File: src/rtl/bin2bcd_pkg.sv
// Shared constants and FSM state type for the binary-to-BCD converter.
// Overflow saturation is enabled by defining BIN2BCD_CONV_OVF_EN.
package bin2bcd_pkg;

    localparam int unsigned BIN_W_DEFAULT = 27;
    localparam int unsigned DIGITS        = 8;
    localparam int unsigned NIBBLES       = DIGITS + 1;
    localparam int unsigned DIG_W         = 4 * DIGITS;
    localparam int unsigned ACC_W         = 4 * NIBBLES;

    localparam logic [31:0]      MAX_VAL = 32'd99_999_999;
    localparam logic [DIG_W-1:0] SAT_DIG = 32'h9999_9999;

    typedef enum logic [1:0] {
        IDLE  = 2'd0,
        SHIFT = 2'd1,
        DONE  = 2'd2
    } state_e;

endpackage

File: src/rtl/bin2bcd_conv_if.sv
// Request/result bundle between a requester and the binary-to-BCD converter.
interface bin2bcd_conv_if
    import bin2bcd_pkg::*;
#(
    parameter int unsigned BIN_W = BIN_W_DEFAULT
);

    logic [BIN_W-1:0] iBIN;
    logic             iSTART;
    logic             oBUSY;
    logic             oDONE;
    logic [DIG_W-1:0] oDIG;
    logic             oOVF;

    modport master (
        output iBIN,
        output iSTART,
        input  oBUSY,
        input  oDONE,
        input  oDIG,
        input  oOVF
    );

    modport slave (
        input  iBIN,
        input  iSTART,
        output oBUSY,
        output oDONE,
        output oDIG,
        output oOVF
    );

endinterface

File: src/rtl/bcd_add3.sv
// Double-dabble nibble correction: adds 3 to a BCD nibble that is 5 or more.
module bcd_add3 (
    input  logic [3:0] nib_i,
    output logic [3:0] nib_o_c
);

    assign nib_o_c = (nib_i >= 4'd5) ? (nib_i + 4'd3) : nib_i;

endmodule

File: src/rtl/bin2bcd_conv.sv
// Sequential double-dabble binary-to-BCD converter, one bit per clock.
// Define BIN2BCD_CONV_OVF_EN to saturate oDIG and flag oOVF above 99_999_999.
module bin2bcd_conv
    import bin2bcd_pkg::*;
#(
    parameter int unsigned BIN_W = BIN_W_DEFAULT
) (
    input  logic           iCLK,
    input  logic           iRST,
    bin2bcd_conv_if.slave  bus
);

    localparam int unsigned CNT_W = $clog2(BIN_W + 1);

    state_e           state_q, state_d;
    logic [CNT_W-1:0] cnt_q,   cnt_d;
    logic [BIN_W-1:0] sr_q,    sr_d;
    logic [ACC_W-1:0] acc_q,   acc_d;
    logic [DIG_W-1:0] dig_q,   dig_d;
    logic             ovf_q,   ovf_d;
    logic             done_q,  done_d;
    logic             busy_q,  busy_d;

    logic [ACC_W-1:0] acc_adj_c;
    logic             unused_acc_msb;

    // Nine corrected nibbles; the ninth keeps carries for values above 10^8.
    for (genvar i = 0; i < NIBBLES; i++) begin : g_add3
        bcd_add3 u_add3 (
            .nib_i   (acc_q[4*i +: 4]),
            .nib_o_c (acc_adj_c[4*i +: 4])
        );
    end

    // Top bit is shifted out; it can never be set for BIN_W <= 27.
    assign unused_acc_msb = acc_adj_c[ACC_W-1];

    always_ff @(posedge iCLK) begin
        if (iRST) begin
            state_q <= IDLE;
        end else begin
            state_q <= state_d;
        end
    end

    always_comb begin
        state_d = state_q;
        case (state_q)
            IDLE:    if (bus.iSTART) state_d = SHIFT;
            SHIFT:   if (cnt_q == CNT_W'(1)) state_d = DONE;
            DONE:    state_d = IDLE;
            default: state_d = IDLE;
        endcase
    end

    always_comb begin
        cnt_d  = cnt_q;
        sr_d   = sr_q;
        acc_d  = acc_q;
        dig_d  = dig_q;
        ovf_d  = ovf_q;
        done_d = 1'b0;
        busy_d = (state_d != IDLE);
        case (state_q)
            IDLE: begin
                if (bus.iSTART) begin
                    sr_d  = bus.iBIN;
                    acc_d = '0;
                    cnt_d = CNT_W'(BIN_W);
                end
            end
            SHIFT: begin
                acc_d = {acc_adj_c[ACC_W-2:0], sr_q[BIN_W-1]};
                sr_d  = sr_q << 1;
                cnt_d = cnt_q - CNT_W'(1);
            end
            DONE: begin
                done_d = 1'b1;
`ifdef BIN2BCD_CONV_OVF_EN
                if (acc_q[ACC_W-1 -: 4] != 4'd0) begin
                    dig_d = SAT_DIG;
                    ovf_d = 1'b1;
                end else begin
                    dig_d = acc_q[DIG_W-1:0];
                    ovf_d = 1'b0;
                end
`else
                dig_d = acc_q[DIG_W-1:0];
                ovf_d = 1'b0;
`endif
            end
            default: ;
        endcase
    end

    always_ff @(posedge iCLK) begin
        if (iRST) begin
            cnt_q  <= '0;
            sr_q   <= '0;
            acc_q  <= '0;
            dig_q  <= '0;
            ovf_q  <= 1'b0;
            done_q <= 1'b0;
            busy_q <= 1'b0;
        end else begin
            cnt_q  <= cnt_d;
            sr_q   <= sr_d;
            acc_q  <= acc_d;
            dig_q  <= dig_d;
            ovf_q  <= ovf_d;
            done_q <= done_d;
            busy_q <= busy_d;
        end
    end

    assign bus.oBUSY = busy_q;
    assign bus.oDONE = done_q;
    assign bus.oDIG  = dig_q;
    assign bus.oOVF  = ovf_q;

endmodule

File: src/flat_wrapper.sv
// flat-port wrapper written by rule: the top's interface ports become plain ports
module bin2bcd_conv_flat import bin2bcd_pkg::*;
#(
    parameter int unsigned BIN_W = BIN_W_DEFAULT
)
  (iCLK, iRST, bus_iBIN, bus_iSTART, bus_oBUSY, bus_oDONE, bus_oDIG, bus_oOVF);
  bin2bcd_conv_if #(.BIN_W(BIN_W)) bus_i ();
  input  logic iCLK;
  input  logic iRST;
  input wire logic [$bits(bus_i.iBIN)-1:0] bus_iBIN;
  input wire logic [$bits(bus_i.iSTART)-1:0] bus_iSTART;
  output wire logic [$bits(bus_i.oBUSY)-1:0] bus_oBUSY;
  output wire logic [$bits(bus_i.oDONE)-1:0] bus_oDONE;
  output wire logic [$bits(bus_i.oDIG)-1:0] bus_oDIG;
  output wire logic [$bits(bus_i.oOVF)-1:0] bus_oOVF;
  assign bus_i.iBIN = bus_iBIN;
  assign bus_i.iSTART = bus_iSTART;
  assign bus_oBUSY = bus_i.oBUSY;
  assign bus_oDONE = bus_i.oDONE;
  assign bus_oDIG = bus_i.oDIG;
  assign bus_oOVF = bus_i.oOVF;
  bin2bcd_conv #(.BIN_W(BIN_W)) u_core (.iCLK(iCLK), .iRST(iRST), .bus(bus_i));
endmodule
File: config.mk
export PLATFORM = sky130hd
export DESIGN_NAME = bin2bcd_conv_flat
export DESIGN_NICKNAME = d
export VERILOG_FILES = /design/src/rtl/bin2bcd_pkg.sv /design/src/rtl/bin2bcd_conv_if.sv /design/src/rtl/bcd_add3.sv /design/src/rtl/bin2bcd_conv.sv /design/src/flat_wrapper.sv
export SDC_FILE = /design/constraint.sdc
export NUM_CORES = 1
export LEC_CHECK = 0
export CORE_MARGIN = 5
export CORE_UTILIZATION = 49
export DETAILED_ROUTE_END_ITERATION = 12
export PLACE_DENSITY = 0.73
export RECOVER_POWER = 50
export SLEW_MARGIN = 20
export SYNTH_ARGS = -nofsm -noshare
export SYNTH_HDL_FRONTEND = slang
export SYNTH_HIERARCHICAL = 1
export SYNTH_SLANG_ARGS = --single-unit
export TNS_END_PERCENT = 50
File: constraint.sdc
create_clock -name iCLK -period 1.8 [get_ports iCLK]
set_input_delay 0.36 -clock iCLK [delete_from_list [all_inputs] [get_ports iCLK]]
set_output_delay 0.36 -clock iCLK [all_outputs]
set_load 0.005 [all_outputs]
==> flow_summary.yaml <==
final_layout:
  diodes: 0
  layout.nets: 603
  layout-drive-gt1-share_pct: 8.036
  area.growth.synth_to_final_pct: 20.49
clock_tree:
  cts_setup_buffers: 0
  cts_root_buffer: "clkbuf_8"
  clk_latency_ns: 0.36
  cts.sinks: 100
  cts_buffers: 9
  h-tree-depth: 3
  cts_buffer_depth: 2
  path_clk_slew_ns: 0.10
  ctsHoldBuffers: 0
  tritoncts: "yes"
  cts_resized: 0
worst_setup_path:
  timing.rr.end: "u_core/acc_q[21]"
  crit_type: "reg2reg"
  start_kind: "register"
  ff2ff_path_depth: 5
  rr_startpoint: "u_core/state_q[0]"
  required_ns: 2.05
  cp.arrival_ns: 1.90
  critPathCaptureType: "register"
  r2r_slack_ns: 0.15
  critPathMaxFanout: 32
routing:
  ant_nets: 0
  avgRoutedWirePerCell_um: 12.85
  drtIter0Drc: 74
  vias_per_cell: 5.275
  drt-total-wl_um: 8582
  dr.pass1.iters: 4
  drc: 0
  vias: 3524
timing:
  finClkSkew_ns: 0.01022
  setup_viol: 0
  slew_viol_final: 0
  slew_headroom_pct: 55.18
  fmax_ghz: 0.6077
  post-route-worst-setup-slack_ns: 0.1544
  fin_tns_setup_ns: 0
  hold_violations: 0
  tightest_slew_ns: 0.6716
  rsz0062_at_grt: "no"
  fin_crit_sh_pct: 91.42
  fin_crit_ns: 1.646
worst_hold_path:
  hold_class: "reg2reg"
  hp-start: "u_core/bus.oDIG[23]"
  whs_path_depth: 2
  min_to: "u_core/bus.oDIG[23]"
global_routing:
  grt_pass1_vias: 3277
  antenna_found_initial: 0
  grt_pass1_wl_um: 14770
  grt.total_usage_pct: 15.77
  grt_max_degree: 69
  gr-total-overflow: 0
place:
  hpwlAfterDp_um: 5871
  routabilityCongestion: 0.7843
  portBuffers: 63
  place_worst_setup_slack_ns: 0.07089
synthesis:
  syn_inst: 504
  ys_warn_count: 6
  syn_nets: 552
  netlist_area_um2: 4469
  syn_avg_cell_area_um2: 8.868
power:
  ir_drop_mv: 0.3888
  comb_power_share_pct: 9.7
  pwr-share-clk_pct: 37.0
  p_leak_uw: 0.002106
  seqPwrFrac_pct: 53.4
  p_int_uw: 3303
  p_per_area_nw_per_um2: 814.3
  p_sw_share_pct: 24.67
  p_total_uw: 4385
  p_sw_uw: 1082
floorplanning:
  rows: 34
  dieHeight_um: 105.5
  start_util_pct: 50.75
  die_w_um: 105.5
  die-area_um2: 11130
  io_pins: 65
  core_um2: 8806
flow_run:
  maxCapViolCount: 0
outcome:
  outcome: "completed"
cell usage in the layout (no fill, tap or decap), types with 5 or more instances in the layout:
cell type / instances
a21oi_1: 34
o21ai_0: 7
a211oi_1: 20
o22ai_1: 9
nand2b_1: 19
nor2_1: 39
dfxtp_1: 100
nand2_1: 100
mux2i_1: 26
ha_1: 18
buf_4: 5
clkbuf_8: 9
a21oi_2: 8
o21ai_1: 7
inv_1: 19
a211oi_2: 8
clkdlybuf4s50_1: 62
xnor2_1: 8
a22o_1: 32
through the flow:
step / hold slack, ns / instance area, um^2 / util (%) / std cells
2_1_floorplan: 0.4429 / 4469 / - / 504
3_3_place_gp: 0.4423 / 5171 / 58.72 / 652
3_5_place_dp: 0.4453 / 5171 / 58.72 / 652
4_1_cts: 0.4588 / 5401 / 61.34 / 668
5_1_grt: 0.4738 / 5385 / 61.15 / 668
6_report: 0.4571 / 5385 / 61.15 / 668
metal layers:
layer / GRT usage (%) / share of wire (%) / vias up
li1: - / - / 1835
met1: 20.47 / 49 / 1605
met2: 26.28 / 45 / 73
met3: 2.689 / 4.1 / 11
met4: 6.105 / 1.4 / 0
met5: 0 / 0 / -
area by class of cell:
cell class | instances | area, um^2
fill | 790 | 3421
sequential | 100 | 2002
clock inverter | 7 | 106.4
timing repair buffer | 72 | 726.9
tap | 108 | 135.1
multi-input combinational | 351 | 2212
inverter | 21 | 78.83
clock buffer | 9 | 123.9
registers in the layout (all words and copies together), names as in the netlist:
| register | count |
|---|---|
| u_core/acc_q | 32 |
| u_core/sr_q | 27 |
| u_core/bus.oDONE | 1 |
| u_core/bus.oBUSY | 1 |
| u_core/bus.oDIG | 32 |
| u_core/cnt_q | 5 |
| u_core/state_q | 2 |
worst max path at each step:
stage | slack [ns] | depth (start not counted) | start | end
finish | 0.15 | 5 | u_core/state_q[0] | u_core/acc_q[21]
global route | 0.08 | 5 | u_core/state_q[0] | u_core/acc_q[21]
CTS | 0.18 | 1 | u_core/bus.oDIG[13] | bus_oDIG[13]
detailed placement | 0.07 | 5 | bus_iSTART | u_core/cnt_q[4]
global placement | 0.13 | 5 | bus_iSTART | u_core/sr_q[5]
floorplan | 0.49 | 4 | iRST | u_core/bus.oBUSY
critical path, stage by stage (launching register included):
cell and delay, ns:
dfxtp_1 0.34, clkbuf_1 0.36, o21ba_2 0.27, nor2_2 0.04, buf_4 0.25, a22o_1 0.27
power by group through the flow:
stage               Clock [uW]  Combinational (uW)  Sequential (uW)
finish                    1620                 425             2340
global route              1760                 467             2350
CTS                       1670                 435             2340
detailed placement           0                 433             2390
global placement             0                 421             2390
floorplan                    0                 313             2380
Note: power is estimated with default switching activity, not from simulation.
